## config.mk

```make
export PLATFORM = sky130hd
export DESIGN_NAME = rr_bus_arbiter
export DESIGN_NICKNAME = d
export VERILOG_FILES = /design/src/rtl/rr_bus_arbiter.sv
export SDC_FILE = /design/constraint.sdc
export NUM_CORES = 1
export LEC_CHECK = 0
export CAP_MARGIN = 20
export CELL_PAD_IN_SITES_DETAIL_PLACEMENT = 1
export CELL_PAD_IN_SITES_GLOBAL_PLACEMENT = 1
export CORE_MARGIN = 10
export CORE_UTILIZATION = 42
export DETAILED_ROUTE_END_ITERATION = 10
export PLACE_DENSITY = 0.85
export SYNTH_ARGS = -nofsm -noshare
export SYNTH_HDL_FRONTEND = slang
export SYNTH_SLANG_ARGS = --single-unit
```

## constraint.sdc

```tcl
create_clock -name clk -period 2.73 [get_ports clk]
set_clock_uncertainty 0.1 [all_clocks]
set_input_delay 0.273 -clock clk [delete_from_list [all_inputs] [get_ports clk]]
set_output_delay 0.273 -clock clk [all_outputs]
set_load 0.01 [all_outputs]
```

## src/rtl/rr_bus_arbiter.sv

```systemverilog
// N-requester round-robin bus arbiter with registered one-hot grant, owner ID
// and an optional hold limit that forces rotation while other masters wait.
module rr_bus_arbiter #(
    parameter int N        = 4,
    parameter int MAX_HOLD = 8,
    localparam int ID_W    = (N > 1) ? $clog2(N) : 1
) (
    input  logic            clk,
    input  logic            rst,
    input  logic [N-1:0]    req,
    output logic [N-1:0]    grant,
    output logic [ID_W-1:0] grant_id,
    output logic            grant_valid
);

    localparam int HC_W = (MAX_HOLD > 0) ? $clog2(MAX_HOLD + 1) : 1;
    localparam logic [HC_W-1:0] HOLD_MAX = HC_W'(MAX_HOLD);
    localparam logic [HC_W-1:0] HOLD_ONE = HC_W'(1);

    typedef enum logic {
        IDLE  = 1'b0,
        OWNED = 1'b1
    } state_t;

    state_t          state_r, state_s;
    logic [N-1:0]    grant_r, grant_s;
    logic [ID_W-1:0] grant_id_r, grant_id_s;
    logic            valid_r, valid_s;
    logic [HC_W-1:0] hold_cnt_r, hold_cnt_s;
    logic [ID_W-1:0] last_id_r, last_id_s;

    logic [N-1:0]    others_s;
    logic [ID_W:0]   pick_idle_s;
    logic [ID_W:0]   pick_own_s;

    // Returns {found, index} of the first set bit strictly after p, wrapping mod N.
    function automatic logic [ID_W:0] pick_after(input logic [N-1:0] r, input logic [ID_W-1:0] p);
        logic            found;
        logic [ID_W-1:0] win;
        logic [N-1:0]    sh;
        int              idx;
        found = 1'b0;
        win   = '0;
        for (int k = 1; k <= N; k++) begin
            idx = (int'(p) + k) % N;
            sh  = r >> idx;
            if (!found && sh[0]) begin
                found = 1'b1;
                win   = ID_W'(idx);
            end
        end
        return {found, win};
    endfunction

    function automatic logic [N-1:0] onehot(input logic [ID_W-1:0] id);
        return {{(N-1){1'b0}}, 1'b1} << id;
    endfunction

    // State, grant and bookkeeping registers.
    always_ff @(posedge clk or posedge rst) begin
        if (rst) begin
            state_r    <= IDLE;
            grant_r    <= '0;
            grant_id_r <= '0;
            valid_r    <= 1'b0;
            hold_cnt_r <= '0;
            last_id_r  <= ID_W'(N - 1);
        end else begin
            state_r    <= state_s;
            grant_r    <= grant_s;
            grant_id_r <= grant_id_s;
            valid_r    <= valid_s;
            hold_cnt_r <= hold_cnt_s;
            last_id_r  <= last_id_s;
        end
    end

    // Next-state and arbitration decision.
    always_comb begin
        state_s     = state_r;
        grant_s     = grant_r;
        grant_id_s  = grant_id_r;
        valid_s     = valid_r;
        hold_cnt_s  = hold_cnt_r;
        last_id_s   = last_id_r;
        // Release and preemption both pick among requesters other than the owner.
        others_s    = req & ~onehot(grant_id_r);
        pick_idle_s = pick_after(req, last_id_r);
        pick_own_s  = pick_after(others_s, grant_id_r);

        case (state_r)
            IDLE: begin
                if (pick_idle_s[ID_W]) begin
                    state_s    = OWNED;
                    grant_s    = onehot(pick_idle_s[ID_W-1:0]);
                    grant_id_s = pick_idle_s[ID_W-1:0];
                    valid_s    = 1'b1;
                    hold_cnt_s = HOLD_ONE;
                    last_id_s  = pick_idle_s[ID_W-1:0];
                end else begin
                    grant_s    = '0;
                    valid_s    = 1'b0;
                end
            end
            OWNED: begin
                if (!req[grant_id_r] ||
                    ((MAX_HOLD != 0) && (hold_cnt_r == HOLD_MAX) && pick_own_s[ID_W])) begin
                    if (pick_own_s[ID_W]) begin
                        grant_s    = onehot(pick_own_s[ID_W-1:0]);
                        grant_id_s = pick_own_s[ID_W-1:0];
                        valid_s    = 1'b1;
                        hold_cnt_s = HOLD_ONE;
                        last_id_s  = pick_own_s[ID_W-1:0];
                    end else begin
                        state_s    = IDLE;
                        grant_s    = '0;
                        valid_s    = 1'b0;
                        hold_cnt_s = '0;
                    end
                end else begin
                    hold_cnt_s = (hold_cnt_r == HOLD_MAX) ? HOLD_MAX : hold_cnt_r + HOLD_ONE;
                end
            end
            default: begin
                state_s    = IDLE;
                grant_s    = '0;
                valid_s    = 1'b0;
                hold_cnt_s = '0;
            end
        endcase
    end

    assign grant       = grant_r;
    assign grant_id    = grant_id_r;
    assign grant_valid = valid_r;

endmodule

```

==> results of run 1 <==
## power by group through the flow
stage | sequential [mW] | combinational [mW] | clock (mW)
detailed placement | 0.417 | 1.09 | 0
global placement | 0.411 | 1.05 | 0
global route | 0.430 | 1.23 | 0.127
floorplan | 0.399 | 0.787 | 0
finish | 0.415 | 1.10 | 0.115
CTS | 0.413 | 1.10 | 0.118
## stage by stage
step / util / hold WS [ps] / instances
after global routing: 0.5215 / 262.0 / 164
after global placement: 0.5120 / 357.6 / 161
after detailed placement: 0.5120 / 363.1 / 161
final: 0.5215 / 234.9 / 164
after CTS: 0.5210 / 249.8 / 164
after floorplan: - / 60.79 / 118
## kinds of logic (layout without fill, tap and decap cells)
logic type	after synthesis	in the layout	synth area share
AO/OA/AOI/OAI	41	41	0.2828
buffers and inverters	13	29	0.05050
XOR/XNOR	1	1	0.007858
multiplexers	6	6	0.09877
adder cells (fa/ha/maj)	6	6	0.06734
flip-flops	14	14	0.3165
AND/OR/NAND/NOR	37	37	0.1762
## repair_timing
| item | in CTS | in global routing |
|---|---|---|
| setup buffers | 0 | 0 |
| setup endpoints to repair | 0 | 5 |
| gates resized for setup | 0 | 1 |
## area by class of cell
cell class              count  area share
clock buffers               3     0.01727
inverters                  11     0.03167
multi-input cells          91      0.5413
flip-flops and latches     14      0.2716
well taps                  30     0.02879
repair buffers             15      0.1094
## cell usage in the layout, fill, tap and decap left out, types with 2 or more instances in the layout
| cell | instances |
|---|---|
| a21oi_1 | 9 |
| nor2b_1 | 4 |
| o221ai_2 | 2 |
| dfstp_2 | 2 |
| a221oi_1 | 2 |
| a22oi_1 | 3 |
| o21ai_0 | 3 |
| a211oi_1 | 3 |
| inv_1 | 10 |
| ha_1 | 6 |
| nor4_1 | 2 |
| nand2b_1 | 6 |
| nor2_1 | 4 |
| nand4_1 | 2 |
| nand2_1 | 9 |
| buf_4 | 3 |
| clkdlybuf4s50_1 | 12 |
| mux2i_1 | 2 |
| dfrtp_1 | 11 |
| nor3b_1 | 3 |
| a31oi_1 | 2 |
| o21ai_2 | 2 |
| mux4_2 | 4 |
| nand3_1 | 3 |
| clkbuf_4 | 3 |
| a22o_1 | 2 |
| nor3_1 | 2 |
| o21ai_1 | 4 |
## routing by layer
| layer | global-route usage | vias up | wire (um) |
|---|---|---|---|
| met5 | 0 | - | 0 |
| met4 | 0.04301 | 0 | 65 |
| met3 | 0.04132 | 8 | 123 |
| met2 | 0.1990 | 20 | 1491 |
| met1 | 0.1395 | 501 | 1328 |
| li1 | - | 485 | - |
## flip-flops by register name (all words and copies together) (netlist names)
register,flops
grant,4
hold_cnt_r,4
grant_id,2
last_id_r,2
grant_valid,1
state_r,1
## cells in the mapped netlist
master / count
a21o_1: 1
nand3_1: 3
a31oi_1: 2
nor2b_1: 4
a22oi_1: 3
a32oi_1: 1
ha_1: 6
clkbuf_1: 1
dfstp_2: 2
a211oi_1: 3
o221ai_1: 1
nor2_1: 4
a21oi_1: 9
mux2i_1: 2
o2bb2ai_2: 1
and3_1: 1
o21ai_1: 4
mux4_2: 4
inv_2: 1
buf_6: 1
o221ai_2: 2
o21ai_0: 3
dfrtp_1: 12
nand2b_1: 6
a22o_1: 2
o21ai_2: 2
nor4_1: 2
a211o_1: 1
nor3_1: 2
inv_1: 10
a22oi_2: 1
a31oi_2: 1
o31a_1: 1
nand2_1: 9
a211oi_2: 1
nor3b_1: 3
a221oi_1: 2
xnor2_1: 1
and2_1: 1
nand4_1: 2
## worst max-delay path, stage by stage (launching register included)
cell      delay, ps
dfrtp_2         470
inv_1           250
ha_1            270
nand2b_1        240
nand4_1         320
a211oi_2        320
buf_4           210
a22oi_1         120
o21ai_1          90
## final timing paths
| check | start | endpoint | slack, ps | depth (start not counted) |
|---|---|---|---|---|
| max | grant_id[1]$_DFFE_PP0P_ | grant[3]$_DFFE_PP0P_ | 250 | 8 |
| min | rst | hold_cnt_r[2]$_DFFE_PP0P_ | 230 | 2 |
| max reg2reg | grant_id[1]$_DFFE_PP0P_ | grant[3]$_DFFE_PP0P_ | 250 | 8 |
| min reg2reg | grant_valid$_DFFE_PP0P_ | grant_valid$_DFFE_PP0P_ | 380 | 2 |
| max in group asynchronous | rst | grant_id[1]$_DFFE_PP0P_ | 1910 | 2 |
| min in group clk | grant_valid$_DFFE_PP0P_ | grant_valid$_DFFE_PP0P_ | 380 | 2 |
==> run metrics, run 1 <==
outcome=completed; Rows=18; syn avg cell area=9.448 um2; crit path time final=2478 ps; Layout area overhead=16.95%; starting density of the core=0.4459; # H-tree levels=1; Worst Tran Pin Value=536.3 ps; GPL Wtd Cong=0.8750; Setup violations, final=0; crit end category=flip-flop; vias in the first global route=1,063; Final nets=148; Clock power frac=0.071; final total power=1.627 mW; worst skew pair latency=280 ps; Rel. slew slack=0.6392; post-synthesis sequential area ratio=0.3165; overall via count from detail_route=1,014; die area=5115 um2; top post-synthesis cells by area=dfrtp_1, mux4_2, ha_1; crit path max fanout=9; Max clock buf depth=2; DR vias/cell=6.183; First-pass DRT Iterations=4; Pint=0.8549 mW; RSZ-0062 raised after global routing=false; Antenna Violating Nets Remaining=0; TritonCTS Sinks=14; Critical Path RT=2830 ps; worst setup path class=reg2reg; Max-cap violations=0; grt ovf=0; WL/cell=18.34 um; sw frac=0.4746; Syn. warnings=0; finished layout cell area=1304 um2; drt total wl=3008 um; synth unique cells=40; Power Density=1248 nW/um2; Remaining DRCs=0; global-route wire length before repair=5147 um; largest net degree at the start of global routing=15; CTS tree=done; Reg power frac=0.255; dpl ws=229.2 ps; fill cell count=299; Fin Setup TNS=0 ps; post-synth top area cell=dfrtp_1; Peak VDD IR=0.6512 mV; area of the multi-input gates=705.7 um2; Ports=13; Worst Path Arrival=2580 ps; Synth Instances=118; post-place instance area=1280 um2; IO buf count=12; syn nets=130; startpoint types=flip-flop; Die H=71.52 um; fin. max-slew vios=0; Antenna Cells=0; GRT Overall Usage=0.1201; Pleak=0.5303 nW; initial antenna violation count=0; Post-CTS Hold Fix Bufs=0; Synth top area share=0.2694; combinational share of power=0.674; Sw Pwr=0.7723 mW; Clock transition at path regs=80 ps; Max Clk Rate=403.6 MHz; register area=354.1 um2; Iter 0 DRT Violations=40; Syn Std Cell Area=1115 um2; share of cells above drive strength 1=0.1642; register bit total from synthesis=14; worst min path class=in2async; post-route setup slack=252.4 ps; Hold Vio Cnt, Final=0; period utilization=0.9075; dpl hpwl=2452 um; clk root buf=clkbuf_4; core area=2500 um2; die width=71.52 um; number of CTS-inserted buffers=3
No activity file was read; power rests on OpenSTA's default activity.
==> run 2, diff against run 1 <==
- CORE_UTILIZATION: 42 -> 38
- PLACE_DENSITY: 0.85 -> 0.81
- clock period: 2.73 -> 2.25 ns (I/O delays scaled with it)
==> run 2 against run 1 <==
Effect of this change: critical path depth decreased by 1; utilization fell by 0.24 points; via count increased by 7.0%; cell area up 11%; die area grew 7.5%; critical endpoint is now grant[1]$_DFFE_PP0P_.
==> run metrics, run 2 (same netlist as run 1, synthesis figures left out) <==
TritonCTS Sinks=14; worst setup path class=reg2reg; GPL Wtd Cong=0.9193; crit path max fanout=5; global-route wire length before repair=5768 um; commonest non-fill, non-tap cell in the layout=buf_4; critical path's slowest cell=mux4_2; dpl hpwl=2738 um; post-route setup slack=91.62 ps; DR vias/cell=6.028; Max Clk Rate=463.3 MHz; die width=74.17 um; worst skew pair latency=280 ps; crit path time final=2158 ps; Worst Tran Pin Value=577.2 ps; WL/cell=18.62 um; share of cells above drive strength 1=0.2819; Fin Setup TNS=0 ps; largest net degree at the start of global routing=15; # H-tree levels=1; Antenna Violating Nets Remaining=0; final cell count without fillers=180; IO buf count=12; Clock transition at path regs=80 ps; crit end category=flip-flop; overall via count from detail_route=1,085; Hold Vio Cnt, Final=0; Antenna Cells=0; Iter 0 DRT Violations=45; Setup violations, final=0; Worst Path Arrival=2210 ps; CP cell instances=inv_2 -> ha_1 -> nand2b_1 -> mux4_2 -> o2bb2ai_2 -> a22oi_2 -> o221ai_2; Hold WS=206.6 ps; RSZ-0062 raised after global routing=true; critical path's top delay family=compound AO/OA/AOI/OAI gates; core area=2781 um2; vias in the first global route=1,177; Largest stage delay, worst path=500 ps; period utilization=0.9593; Pleak=0.6027 nW; starting density of the core=0.4008; Critical Path RT=2310 ps; commonest cells after routing, fill and taps aside=buf_4, clkdlybuf4s50_1, dfrtp_1; First-pass DRT Iterations=4; post-place instance area=1384 um2; outcome=completed; Power Density=1530 nW/um2; Peak VDD IR=0.9340 mV; Layout area overhead=29.52%; Bufs and invs on worst path=1; Rel. slew slack=0.6148; Post-Route Utilization=0.5191; CTS tree=done; Remaining DRCs=0; initial antenna violation count=0; number of CTS-inserted buffers=3; startpoint types=flip-flop; Max clock buf depth=2; Max-cap violations=0; fin. max-slew vios=0; dpl ws=32.39 ps; Final nets=162; worst min path class=in2async; die area=5500 um2; GRT Overall Usage=0.1298; Ports=13; clk root buf=clkbuf_4; Die H=74.17 um; grt ovf=0; Rows=19; drt total wl=3351 um; finished layout cell area=1444 um2; Placed Cells=174; final total power=2.209 mW
run 2: layer usage:
metal  global-route usage  part of all wire
met1               0.1410              0.41
met4              0.02484             0.011
met5                    0                 0
met3              0.03590             0.036
met2               0.2443              0.54
run 2: report_power, final:
| part | total, mW | internal, mW | leakage, nW | switching, mW |
|---|---|---|---|---|
| clock network | 0.181 | 0.0983 | 0.0210 | 0.0827 |
| registers | 0.497 | 0.378 | 0.167 | 0.118 |
| logic | 1.53 | 0.730 | 0.415 | 0.802 |
run 2: worst paths after layout:
kind | startpoint | end | slack [ps] | cells after the start
max | grant_id[1]$_DFFE_PP0P_ | grant[1]$_DFFE_PP0P_ | 90 | 7
min | rst | grant[3]$_DFFE_PP0P_ | 210 | 2
max reg2reg | grant_id[1]$_DFFE_PP0P_ | grant[1]$_DFFE_PP0P_ | 90 | 7
min reg2reg | grant[0]$_DFFE_PP0P_ | grant[0]$_DFFE_PP0P_ | 410 | 2
max in group asynchronous | rst | grant_id[1]$_DFFE_PP0P_ | 1430 | 2
min in group clk | grant[0]$_DFFE_PP0P_ | grant[0]$_DFFE_PP0P_ | 410 | 2
run 2: worst reg2reg max path, cell delays in order (launching register included):
cell and delay, ps:
dfrtp_2 430, inv_2 70, ha_1 220, nand2b_1 170, mux4_2 500, o2bb2ai_2 160, a22oi_2 260, o221ai_2 120
run 2: final cells by class:
cell class	count	area (um2)
tap	31	38.79
sequential	14	355.3
inverter	11	41.29
fill	324	1338
timing repair buffer	29	247.7
clock buffer	4	36.28
multi-input combinational	91	724.4
run 2: timing repair:
item	CTS	global route
resized for setup	0	5
hold buffers	0	0
hold endpoints to repair	0	0
endpoints found under the setup margin	0	9
buffers inserted	0	2
==> run 3, diff against run 2 <==
- GPL_TIMING_DRIVEN: unset -> 0
==> run 3 against run 2 <==
Effect of this change: total power grew 5.6%; flip-flop and latch count is the same; clock power grew 5%; die area is the same; critical endpoint unchanged; largest cell class unchanged.
==> run metrics, run 3 (same netlist as run 1, synthesis figures left out) <==
drt total wl=3355 um; Die H=74.17 um; Max clock buf depth=2; worst min path class=in2async; met1 usage=0.1453; outcome=completed; post-route setup slack=19.43 ps; share of cells above drive strength 1=0.2867; Setup violations, final=0; commonest non-fill, non-tap cell in the layout=clkdlybuf4s50_1; clk root buf=clkbuf_4; Hold Vio Cnt, Final=0; Worst R2R Path Depth=7; WL/cell=19.28 um; overall via count from detail_route=1,062; die width=74.17 um; grt peak-use layer=met2; global-route wire length before repair=5595 um; area of the multi-input gates=770.7 um2; Antenna Cells=0; sw frac=0.4521; dpl ws=-296.2 ps; fin. max-slew vios=0; crit path time final=2231 ps; commonest cells after routing, fill and taps aside=clkdlybuf4s50_1, dfrtp_1, a21oi_1, nand2_1; Fin Setup TNS=0 ps; RSZ-0062 raised after global routing=true; worst skew pair latency=290 ps; DR vias/cell=6.103; met2 Usage GRT=0.2273; CTS tree=done; Reg power frac=0.199; Sw Pwr=1.054 mW; GPL Wtd Cong=0.8193; worst setup path class=reg2reg; grt ovf=0; Power Density=1597 nW/um2; Remaining DRCs=0; Placed Cells=161; Antenna Violating Nets Remaining=0; crit end category=flip-flop; First-pass DRT Iterations=4; Layout area overhead=30.98%; Post-CTS Hold Fix Bufs=0; Clock power frac=0.081; # H-tree levels=1; Clock transition at path regs=100 ps; initial antenna violation count=0; vias in the first global route=1,132; Worst Path Arrival=2290 ps; Final nets=156; dpl hpwl=2463 um; core area=2781 um2; register area=354.1 um2; starting density of the core=0.4008; Pleak=0.5856 nW; period utilization=0.9914; Critical Path RT=2300 ps; Iter 0 DRT Violations=45; largest net degree at the start of global routing=15; Rows=19; Peak VDD IR=0.9247 mV; startpoint types=flip-flop; Max-cap violations=0; GRT Overall Usage=0.1275; crit path max fanout=4; Pint=1.278 mW; fill cell count=321; TritonCTS Sinks=14; die area=5500 um2; final cell count without fillers=174; combinational share of power=0.720; met3 Usage GRT=0.03856; Worst Tran Pin Value=560.9 ps; Ports=13; IO buf count=12; Rel. slew slack=0.6261; number of CTS-inserted buffers=3; Max Clk Rate=448.3 MHz
==> run 3: changes by cell type in the layout (fill, tap and decap cells not counted), sizes merged <==
cell	change
buf	-7
clkbuf	+1
clkinvlp	+1
inv	-1
==> run 3: layout make-up <==
cell class                      instances  share of cell area
Clock buffer                            4             0.02485
Timing Repair Buffer                   21              0.1371
Sequential cell                        14              0.2425
Multi-Input combinational cell         91              0.5278
Tap cell                               31             0.02656
Buffer                                  2             0.01028
Inverter                               11             0.03085
==> run 3: path summary, 6_finish.rpt <==
kind | start | end | slack (ps)
setup / recovery | grant_id[0]$_DFFE_PP0P_ | grant[1]$_DFFE_PP0P_ | 20
hold / removal | rst | grant[0]$_DFFE_PP0P_ | 180
setup reg to reg | grant_id[0]$_DFFE_PP0P_ | grant[1]$_DFFE_PP0P_ | 20
hold reg to reg | grant[1]$_DFFE_PP0P_ | grant[1]$_DFFE_PP0P_ | 400
max in group asynchronous | rst | grant_id[1]$_DFFE_PP0P_ | 1470
min in group clk | grant[1]$_DFFE_PP0P_ | grant[1]$_DFFE_PP0P_ | 400
==> run 3: routing by layer <==
metal  part of all wire  wire (um)
met5                  0          0
met4              0.010         35
met3              0.028         94
met2               0.54       1826
met1               0.42       1398
==> run 3: repair_timing <==
action,in CTS,in global routing
buffers inserted,7,2
gates resized for setup,9,4
hold endpoints to repair,0,0
setup endpoints to repair,12,12
pin swaps,3,6
==> run 3: power by group through the flow <==
stage                     clock, mW  sequential, mW  combinational [mW]
final                         0.190           0.464                1.68
after global routing          0.204           0.483                1.84
after CTS                     0.194           0.465                1.60
after detailed placement          0           0.488                1.36
after global placement            0           0.479                1.31
after floorplan                   0           0.485               0.988
==> run 3: stage by stage <==
| step | util | hold WS, ps | area (um2) | power [mW] |
|---|---|---|---|---|
| floorplan | - | 12.79 | 1127 | 1.473 |
| global placement | 0.4624 | 362.3 | 1286 | 1.786 |
| detailed placement | 0.4624 | 380.9 | 1286 | 1.853 |
| CTS | 0.5151 | 192.6 | 1433 | 2.257 |
| global route | 0.5250 | 223.1 | 1460 | 2.525 |
| finish | 0.5250 | 179.8 | 1460 | 2.332 |
==> run 3: critical path, stage by stage, from the launching register on <==
cell and delay (ps):
dfrtp_1 380, buf_6 120, clkinvlp_4 110, ha_4 300
mux4_2 540, o2bb2ai_2 170, a22oi_2 250, o221ai_2 130
